$ cat src/rtl/disparity_wta_pkg.sv
// disparity_wta_pkg: shared census/WTA constants
package disparity_wta_pkg;
  localparam int CENSUS_BITS = 32;
  localparam int COST_W = $clog2(CENSUS_BITS + 1);
  localparam int NUM_DISP_DEF = 16;
  localparam int DISP_W_DEF = 4;
  localparam int UNIQ_THRESH_DEF = 2;
  localparam logic [COST_W-1:0] MAX_COST = '1;
endpackage

$ cat src/rtl/disparity_wta_if.sv
// disparity_wta_if: cost stream in, per-pixel WTA result out
interface disparity_wta_if
  import disparity_wta_pkg::*;
#(
  parameter int COST_WIDTH = COST_W,
  parameter int DISP_WIDTH = DISP_W_DEF
);
  logic                  cost_valid;
  logic [COST_WIDTH-1:0] cost;
  logic                  out_valid;
  logic [DISP_WIDTH-1:0] out_disp;
  logic [COST_WIDTH-1:0] out_cost;
  logic                  out_confident;
  modport master (output cost_valid, cost, input out_valid, out_disp, out_cost, out_confident);
  modport slave (input cost_valid, cost, output out_valid, out_disp, out_cost, out_confident);
endinterface

$ cat src/rtl/disparity_wta_compare_step.sv
// wta_compare_step: one best/second/argmin update for a new cost
module wta_compare_step
  import disparity_wta_pkg::*;
#(
  parameter int COST_WIDTH = COST_W,
  parameter int DISP_WIDTH = DISP_W_DEF
) (
  input  logic [COST_WIDTH-1:0] i_best,
  input  logic [COST_WIDTH-1:0] i_second,
  input  logic [DISP_WIDTH-1:0] i_best_idx,
  input  logic [COST_WIDTH-1:0] i_cost,
  input  logic [DISP_WIDTH-1:0] i_d,
  input  logic                  i_first,
  output logic [COST_WIDTH-1:0] o_best,
  output logic [COST_WIDTH-1:0] o_second,
  output logic [DISP_WIDTH-1:0] o_best_idx
);
  logic w_lt_best, w_lt_second;
  // strict compares keep the lower disparity on ties; an equal cost still lowers second
  always_comb begin
    w_lt_best   = i_cost < i_best;
    w_lt_second = i_cost < i_second;
    o_best      = (i_first || w_lt_best) ? i_cost : i_best;
    o_second    = i_first ? '1 : w_lt_best ? i_best : w_lt_second ? i_cost : i_second;
    o_best_idx  = i_first ? '0 : w_lt_best ? i_d : i_best_idx;
  end
endmodule

$ cat src/rtl/disparity_wta.sv
// disparity_wta: winner-take-all disparity selector with uniqueness flag
module disparity_wta
  import disparity_wta_pkg::*;
#(
  parameter int COST_WIDTH  = COST_W,
  parameter int NUM_DISP    = NUM_DISP_DEF,
  parameter int DISP_WIDTH  = DISP_W_DEF,
  parameter int UNIQ_THRESH = UNIQ_THRESH_DEF
) (
  input logic clk,
  input logic rst,
  disparity_wta_if.slave bus
);
  localparam logic [DISP_WIDTH-1:0] LAST = DISP_WIDTH'(NUM_DISP - 1);
  localparam logic [COST_WIDTH-1:0] THRESH = COST_WIDTH'(UNIQ_THRESH);
  logic [DISP_WIDTH-1:0] r_d, r_best_idx, r_out_disp, w_best_idx;
  logic [COST_WIDTH-1:0] r_best, r_second, r_out_cost, w_best, w_second;
  logic                  r_out_valid, r_out_confident, w_last;
  assign w_last = r_d == LAST;
  wta_compare_step #(.COST_WIDTH(COST_WIDTH), .DISP_WIDTH(DISP_WIDTH)) u_step (
    .i_best(r_best), .i_second(r_second), .i_best_idx(r_best_idx), .i_cost(bus.cost),
    .i_d(r_d), .i_first(r_d == '0),
    .o_best(w_best), .o_second(w_second), .o_best_idx(w_best_idx)
  );
  // accept costs, track running best/second, and latch the result on the last disparity
  always_ff @(posedge clk) begin
    if (rst) begin
      r_d             <= '0;
      r_best          <= '0;
      r_second        <= '1;
      r_best_idx      <= '0;
      r_out_valid     <= 1'b0;
      r_out_disp      <= '0;
      r_out_cost      <= '0;
      r_out_confident <= 1'b0;
    end else begin
      r_out_valid <= bus.cost_valid && w_last;
      if (bus.cost_valid) begin
        r_d        <= w_last ? '0 : r_d + 1'b1;
        r_best     <= w_best;
        r_second   <= w_second;
        r_best_idx <= w_best_idx;
        if (w_last) begin
          r_out_disp      <= w_best_idx;
          r_out_cost      <= w_best;
          r_out_confident <= (w_second - w_best) >= THRESH;
        end
      end
    end
  end
  assign bus.out_valid     = r_out_valid;
  assign bus.out_disp      = r_out_disp;
  assign bus.out_cost      = r_out_cost;
  assign bus.out_confident = r_out_confident;
endmodule

$ cat src/flat_wrapper.sv
// flat-port wrapper written by rule: the top's interface ports become plain ports
module disparity_wta_flat import disparity_wta_pkg::*;
#(
  parameter int COST_WIDTH  = COST_W,
  parameter int NUM_DISP    = NUM_DISP_DEF,
  parameter int DISP_WIDTH  = DISP_W_DEF,
  parameter int UNIQ_THRESH = UNIQ_THRESH_DEF
)
  (clk, rst, bus_cost_valid, bus_cost, bus_out_valid, bus_out_disp, bus_out_cost, bus_out_confident);
  disparity_wta_if #(.COST_WIDTH(COST_WIDTH), .DISP_WIDTH(DISP_WIDTH)) bus_i ();
  input logic clk;
  input logic rst;
  input wire logic [$bits(bus_i.cost_valid)-1:0] bus_cost_valid;
  input wire logic [$bits(bus_i.cost)-1:0] bus_cost;
  output wire logic [$bits(bus_i.out_valid)-1:0] bus_out_valid;
  output wire logic [$bits(bus_i.out_disp)-1:0] bus_out_disp;
  output wire logic [$bits(bus_i.out_cost)-1:0] bus_out_cost;
  output wire logic [$bits(bus_i.out_confident)-1:0] bus_out_confident;
  assign bus_i.cost_valid = bus_cost_valid;
  assign bus_i.cost = bus_cost;
  assign bus_out_valid = bus_i.out_valid;
  assign bus_out_disp = bus_i.out_disp;
  assign bus_out_cost = bus_i.out_cost;
  assign bus_out_confident = bus_i.out_confident;
  disparity_wta #(.COST_WIDTH(COST_WIDTH), .NUM_DISP(NUM_DISP), .DISP_WIDTH(DISP_WIDTH), .UNIQ_THRESH(UNIQ_THRESH)) u_core (.clk(clk), .rst(rst), .bus(bus_i));
endmodule
$ cat config.mk
export PLATFORM = sky130hd
export DESIGN_NAME = disparity_wta_flat
export DESIGN_NICKNAME = d
export VERILOG_FILES = /design/src/rtl/disparity_wta_pkg.sv /design/src/rtl/disparity_wta_if.sv /design/src/rtl/disparity_wta_compare_step.sv /design/src/rtl/disparity_wta.sv /design/src/flat_wrapper.sv
export SDC_FILE = /design/constraint.sdc
export NUM_CORES = 1
export LEC_CHECK = 0
export CORE_UTILIZATION = 35
export CTS_CLUSTER_DIAMETER = 150
export DETAILED_ROUTE_END_ITERATION = 10
export GPL_TIMING_DRIVEN = 0
export SETUP_SLACK_MARGIN = 0.4
export SLEW_MARGIN = 10
export SYNTH_ARGS = -nofsm -noshare
export SYNTH_HDL_FRONTEND = slang
export SYNTH_SLANG_ARGS = --single-unit
$ cat constraint.sdc
create_clock -name clk -period 4 [get_ports clk]
set_clock_uncertainty 0.2 [all_clocks]
set_input_delay 0.4 -clock clk [delete_from_list [all_inputs] [get_ports clk]]
set_output_delay 0.4 -clock clk [all_outputs]
set_load 0.01 [all_outputs]
Word-level counts from Yosys, hierarchy flattened
Cells that the tools add are included.
- $add $sub $neg: 2
- multiply operators: 0
- divide/modulo/power cells: 0
- order comparisons: 3
- eq/ne operators: 1
- shifts and indexed selects: 0
- muxes and demuxes: 7
- bitwise gates (word level): 0
- reductions and logical operators: 4
- operators by type and width (operator ; count):
    $mux W6 ; 4
    $lt A6 B6 Y1 ; 2
    $mux W4 ; 3
    $ge A6 B2 Y1 const B ; 1
    $sub A6 B6 Y6 ; 1
    $add A4 B1 Y4 const B ; 1
    $eq A4 B4 Y1 const B ; 1
    $logic_not A4 Y1 ; 1
    $reduce_and A2 Y1 ; 1
    $logic_and A1 B1 Y1 ; 1
    $logic_or A1 B1 Y1 ; 1
- register bits after elaboration: 32
- bits in latches: 0
- memory bits (writable): 0
- bits in read-only memories: 0
- input bits: 9
- word-level logic and storage cells: 25
- memories: 0

Logic depth before layout (Yosys ltp)
Gate-level depths: netlist of run 1.
- depth after elaboration: 6
- gate-level depth with buffers: 18
- gate-level depth less buffers: 17

Cells and area by module
From an unflattened synthesis of run 1, not the netlist that was laid out.
- cell total of the unflattened synthesis: 220
- area, all modules: 1999.4 um^2
- modules (own cells, without submodules) (module ; times used ; cells an instance ; area an instance (um^2) ; sequential area each (um^2)):
    disparity_wta ; 1 ; 151 ; 1451.4 ; 640.6
    wta_compare_step ; 1 ; 69 ; 548.0 ; 0.0

Least setup slack after synthesis of run 1
Ideal clock, no wire load.
- kind: input to register
- start point: input bus_cost[2]
- end point: register u_core.r_out_confident, in the netlist u_core.bus.out_confident
- library setup time: 0.074 ns
- arrival time: 3.176 ns
- required time: 3.726 ns
- path slack: 0.549 ns
- stages on the path: 15
- path buffers: 1
- cells stage by stage: ha_1 a21o_1 a31oi_1 o21ai_2 buf_2 nand2_1 mux2_2 ha_1 fa_1 o2111ai_1 o21ai_0 a32oi_1 o21ai_0 and4_1 a31oi_1
- elaborated cells on any way between the ends: 9
- those cells by class: 1 x add/sub; 3 x order compare; 4 x mux; 1 x reduce/logical
- RTL lines (what ; line ; source):
    from (decl) ; flat_wrapper.sv:14 ; input wire logic [$bits(bus_i.cost)-1:0] bus_cost;
    $lt A6 B6 Y1 ; disparity_wta_compare_step.sv:21 ; w_lt_best = i_cost < i_best;
    $logic_or A1 B1 Y1 ; disparity_wta_compare_step.sv:23 ; o_best = (i_first || w_lt_best) ? i_cost : i_best;
    $mux W6 ; disparity_wta_compare_step.sv:23 ;
    via u_core.u_step.o_best[0] ; disparity_wta_compare_step.sv:14 ; output logic [COST_WIDTH-1:0] o_best,
    $sub A6 B6 Y6 ; disparity_wta.sv:46 ; r_out_confident <= (w_second - w_best) >= THRESH;
    $ge A6 B2 Y1 ; disparity_wta.sv:46 ;
    to (signal assigned) ; disparity_wta.sv:35 ; r_out_confident <= 1'b0;
    to (signal assigned) ; disparity_wta.sv:46 ;
    to (decl) ; disparity_wta.sv:18 ; logic r_out_valid, r_out_confident, w_last;
The timed path passes the listed nets, and every way through them passes these cells.
A chain may end at the register's enable or synchronous reset.

Final worst setup path of run 1
- start point: register u_core.r_best[2]
- end point: register u_core.r_out_confident, in the netlist u_core.bus.out_confident
- word-level cells in the longest chain between the ends: 5
- elaborated cells on any way between the ends: 7
- those cells by class: 1 x add/sub; 2 x order compare; 3 x mux; 1 x reduce/logical
- RTL lines (what ; line ; source):
    from (decl) ; disparity_wta.sv:17 ; logic [COST_WIDTH-1:0] r_best, r_second, r_out_cost, w_best, w_second;
    from (signal assigned) ; disparity_wta.sv:40 ; r_best <= w_best;
    $lt A6 B6 Y1 ; disparity_wta_compare_step.sv:21 ;
    $mux W6 / $logic_or A1 B1 Y1 (equally long branches) ; disparity_wta_compare_step.sv:24, disparity_wta_compare_step.sv:23 ;
    $mux W6 (on tied branches) ; disparity_wta_compare_step.sv:24, disparity_wta_compare_step.sv:23 ;
    $sub A6 B6 Y6 * ; disparity_wta.sv:46 ;
    $ge A6 B2 Y1 * ; disparity_wta.sv:46 ;
Mark *: on every way between the ends. The rest lies on a longest branch, timed or not.

==> metrics.md, run 1 <==
| Metric | Value |
|---|---|
| CTS Hold Buffers Added | `0` |
| Total grt overflow | `0` |
| Worst path buffer plus inverter count | `2` |
| Routed length per instance | `14.6 um` |
| Largest net degree at the start of global routing | `12` |
| Kind of critical path | `register to register` |
| Most frequent cell on the critical path | `a21o_1` |
| CP endpoint kind | `register` |
| Net count after synthesis | `274` |
| Netlist cell types | `41` |
| Switching power | `297 uW` |
| Power Internal | `565 uW` |
| Port buffer count | `19` |
| Stages on the worst setup path | `17` |
| Worst Hold Slack | `0.246 ns` |
| Final ANT Viol Nets | `0` |
| Drt first-iter violations | `124` |
| First-pass GRT wire length | `8340 um` |
| Clk slew on worst S/H paths | `0.07 ns` |
| Power share of the sequential group | `39.7%` |
| Final worst-path cycle share | `85.6%` |
| CTS tree | `built` |
| Adder-cell share of the synthesized area | `11.7%` |
| I/O pin count | `21` |
| Status | `finished, final reports clean` |
| Register area share after synthesis | `32.2%` |
| Final min period | `3.42 ns` |
| # Max-Cap Violations | `0` |
| Sink Count | `32` |
| Dpl hpwl | `3640 um` |
| WHS Path Cells | `3` |
| H-tree Lvls | `2` |
| Setup-failing EPs final | `0` |
| Max clock buf depth | `2` |
| Arr. time, crit path | `3.45 ns` |
| Simple-gate area share of the yosys netlist | `20.3%` |
| Mean Syn Cell Area | `8.04 um2` |
| Cts bufs inserted | `5` |
| CP max stage cell | `dfxtp_2` |
| DRC | `0` |
| Setup TNS | `0 ns` |
| Final core occ | `44.8%` |
| Final hold vios | `0` |
| Combinational Power Share | `31.1%` |
| Peak per-stage delay on the critical path | `0.34 ns` |
| Final #Nets | `305` |
| Vias in the first global route | `1740` |
| Post-Place Setup Slack | `-0.422 ns` |
| Peak supply drop | `0.000209 V` |
| Global placer's final weighted congestion | `0.814` |
| Max Clock Freq | `292 MHz` |
| CTS root buf | `clkbuf_8` |
| Core area | `5470 um2` |
| Starting Density | `36.3%` |
| Largest family of logic cells by synthesized area | `compound AO/OA/AOI/OAI gates` |
| Yosys warns | `0` |
| Worst Slack Setup Final | `0.576 ns` |
| EDFF count, synth | `0` |
| Crit-path cells | `inv_1 > ha_4 > a21o_1 > a31oi_4 > o21ai_4 > buf_6 > nand2_4 > nor2_1 > a21oi_1 > ha_1 > nor2b_1 > o21a_1 > a21o_1 > a32oi_1 > o21ai_0 > and4_1 > a31oi_1` |
| Worst-margin pin slew | `0.592 ns` |
| Synth Area in Compound Gates | `20.8%` |
| Pwr Total | `862 uW` |
| Total Routing Usage GR | `18.0%` |
| Rows | `27` |
| Leakage | `0.000977 uW` |
| PwrDens | `351 nW/um2` |
| Clock power share | `29.1%` |
| Share of layout cells above drive strength 1 | `14.7%` |
| Crit path required time | `4.02 ns` |
| WL final | `5130 um` |
| Yosys reg bits | `32` |
| Switching share of power | `34.5%` |
| Worst-skew pair later-pin latency | `0.29 ns` |
| Hold crit path type | `primary input to register` |
| ANT cells | `0` |
| RSZ-0062 raised after global routing | `no` |
| Post-synth ARST share | `0%` |
| Synthesized area | `1990 um2` |
| CP delay by family, top | `compound AO/OA/AOI/OAI gates` |
| Syn Inst Count | `247` |
| Via/cell ratio | `5.21` |
| Final slew viol count | `0` |
| Syn-to-layout area delta | `23.4%` |
| Die area | `5980 um2` |
| Die height | `77.3 um` |
| Post-Synth XOR/XNOR Area | `1.32%` |
| CP Max Fanout | `10` |
| Startpoint types | `register` |
| Mux contribution to synthesized area | `7.62%` |
| Die width | `77.3 um` |
| Slew Limit Headroom | `60.5%` |
| First-pass detailed-route iteration total | `4` |
| Reg2reg path depth | `17` |
| Initial antenna violation count | `0` |
| FILL cells | `581` |
| Via count | `1829` |
| Top_reg_cell synth | `dfxtp_1` |
-- cells by family after synthesis --
group | count (synthesis)
AO/OA/AOI/OAI | 62
multiplexers | 15
AND/OR/NAND/NOR | 87
flip-flops | 32
XOR/XNOR | 3
adder cells (fa/ha/maj) | 18
buffers and inverters | 30
-- cell type report --
class / instances / area [um2] / area share (%)
clock buffer: 5 / 68.8 / 2.81
inverter: 18 / 67.6 / 2.76
sequential: 32 / 646 / 26.3
buffer: 12 / 62.6 / 2.55
clock inverter: 3 / 18.8 / 0.765
multi-input combinational: 185 / 1290 / 52.7
timing repair buffer: 24 / 206 / 8.42
tap: 72 / 90.1 / 3.67
-- layer usage --
| layer | vias to the layer above | routed length [um] | share of wire [%] | GRT usage [%] |
|---|---|---|---|---|
| li1 | 931 | - | - | - |
| met1 | 843 | 2390 | 47 | 22.9 |
| met2 | 44 | 2400 | 47 | 29.6 |
| met3 | 11 | 223 | 4.3 | 3.06 |
| met4 | 0 | 121 | 2.4 | 8.11 |
| met5 | - | 0 | 0 | 0 |
-- state kept, by name, indices dropped and copies added, names as in the netlist --
register and flops:
u_core.bus.out_cost 6, u_core.r_best 6, u_core.r_second 6, u_core.bus.out_disp 4
u_core.r_best_idx 4, u_core.r_d 4, u_core.bus.out_confident 1, u_core.bus.out_valid 1
-- cells in the final DEF (no fill, tap or decap), drive strengths merged, types with 2 or more instances in the layout --
cell type	synthesis	final
a211oi	4	4
a21o	4	4
a21oi	29	29
a311oi	2	2
a31oi	3	3
and4	2	2
buf	5	10
clkbuf	7	16
clkdlybuf4s50	0	14
clkinv	0	3
dfxtp	32	32
ha	17	17
inv	18	18
mux2i	14	14
nand2	24	24
nand2b	9	9
nand3	9	9
nand4	2	2
nor2	30	30
nor3	5	5
o21ai	6	6
o22ai	6	6
or2	3	3
xor2	2	2
-- through the flow --
| stage | cell area, um2 | std cells |
|---|---|---|
| 4_1_cts | 2380 | 348 |
| 2_1_floorplan | 1990 | 247 |
| 5_1_grt | 2450 | 351 |
| 3_5_place_dp | 2270 | 338 |
| 6_report | 2450 | 351 |
| 3_3_place_gp | 2270 | 338 |
-- path summary, 6_finish.rpt --
kind                     startpoint                       end  slack (ns)
min reg2reg  u_core.bus.out_disp[2]    u_core.bus.out_disp[2]        0.26
max reg2reg        u_core.r_best[2]  u_core.bus.out_confident        0.58
min                     bus_cost[3]          u_core.r_best[3]        0.25
max                u_core.r_best[2]  u_core.bus.out_confident        0.58
-- cells in the mapped netlist, types with 2 or more instances --
cell type  count  area [um2]
nor2_1        30         113
buf_2          4        20.0
and4_1         2        17.5
xor2_1         2        17.5
nand3_1        9        45.0
a311oi_1       2        17.5
nand4_1        2        12.5
nand2_1       24        90.1
clkbuf_1       7        26.3
nand2b_1       8        50.1
a21o_1         4        30.0
dfxtp_1       32         641
a21oi_1       27         135
a211oi_1       4        30.0
mux2i_1       14         140
inv_1         18        67.6
ha_1          17         213
o21ai_0        5        25.0
a31oi_1        3        18.8
nor3_1         5        25.0
or2_2          3        18.8
o22ai_1        6        37.5
-- power groups by stage --
stage	combinational [uW]	sequential, uW	clock (uW)
5_1_grt	298	345	271
3_3_place_gp	237	349	0
4_1_cts	249	342	256
2_1_floorplan	182	346	0
6_report	268	342	251
3_5_place_dp	239	349	0
-- tightest hold or removal path, cell delays in order --
cell and delay, ns:
clkbuf_2 0.14, nand3_1 0.10, a21oi_1 0.05
-- timing repair --
action | 4_1_cts | 5_1_grt
pin swaps | 2 | 6
setup endpoints to repair | 1 | 1
resized for setup | 11 | 21
buffers inserted | 2 | 3
hold endpoints to repair | 0 | 0
Note: power is estimated with default switching activity, not from simulation.
==> run 2, diff against run 1 <==
--- a/config.mk
+++ b/config.mk
@@ -10,7 +10,7 @@
 export DETAILED_ROUTE_END_ITERATION = 10
 export GPL_TIMING_DRIVEN = 0
 export SETUP_SLACK_MARGIN = 0.4
-export SLEW_MARGIN = 10
 export SYNTH_ARGS = -nofsm -noshare
 export SYNTH_HDL_FRONTEND = slang
 export SYNTH_SLANG_ARGS = --single-unit
+export TNS_END_PERCENT = 20
==> results of run 2 <==
No change in the layout: final DEF, timing and power equal those of run 1.
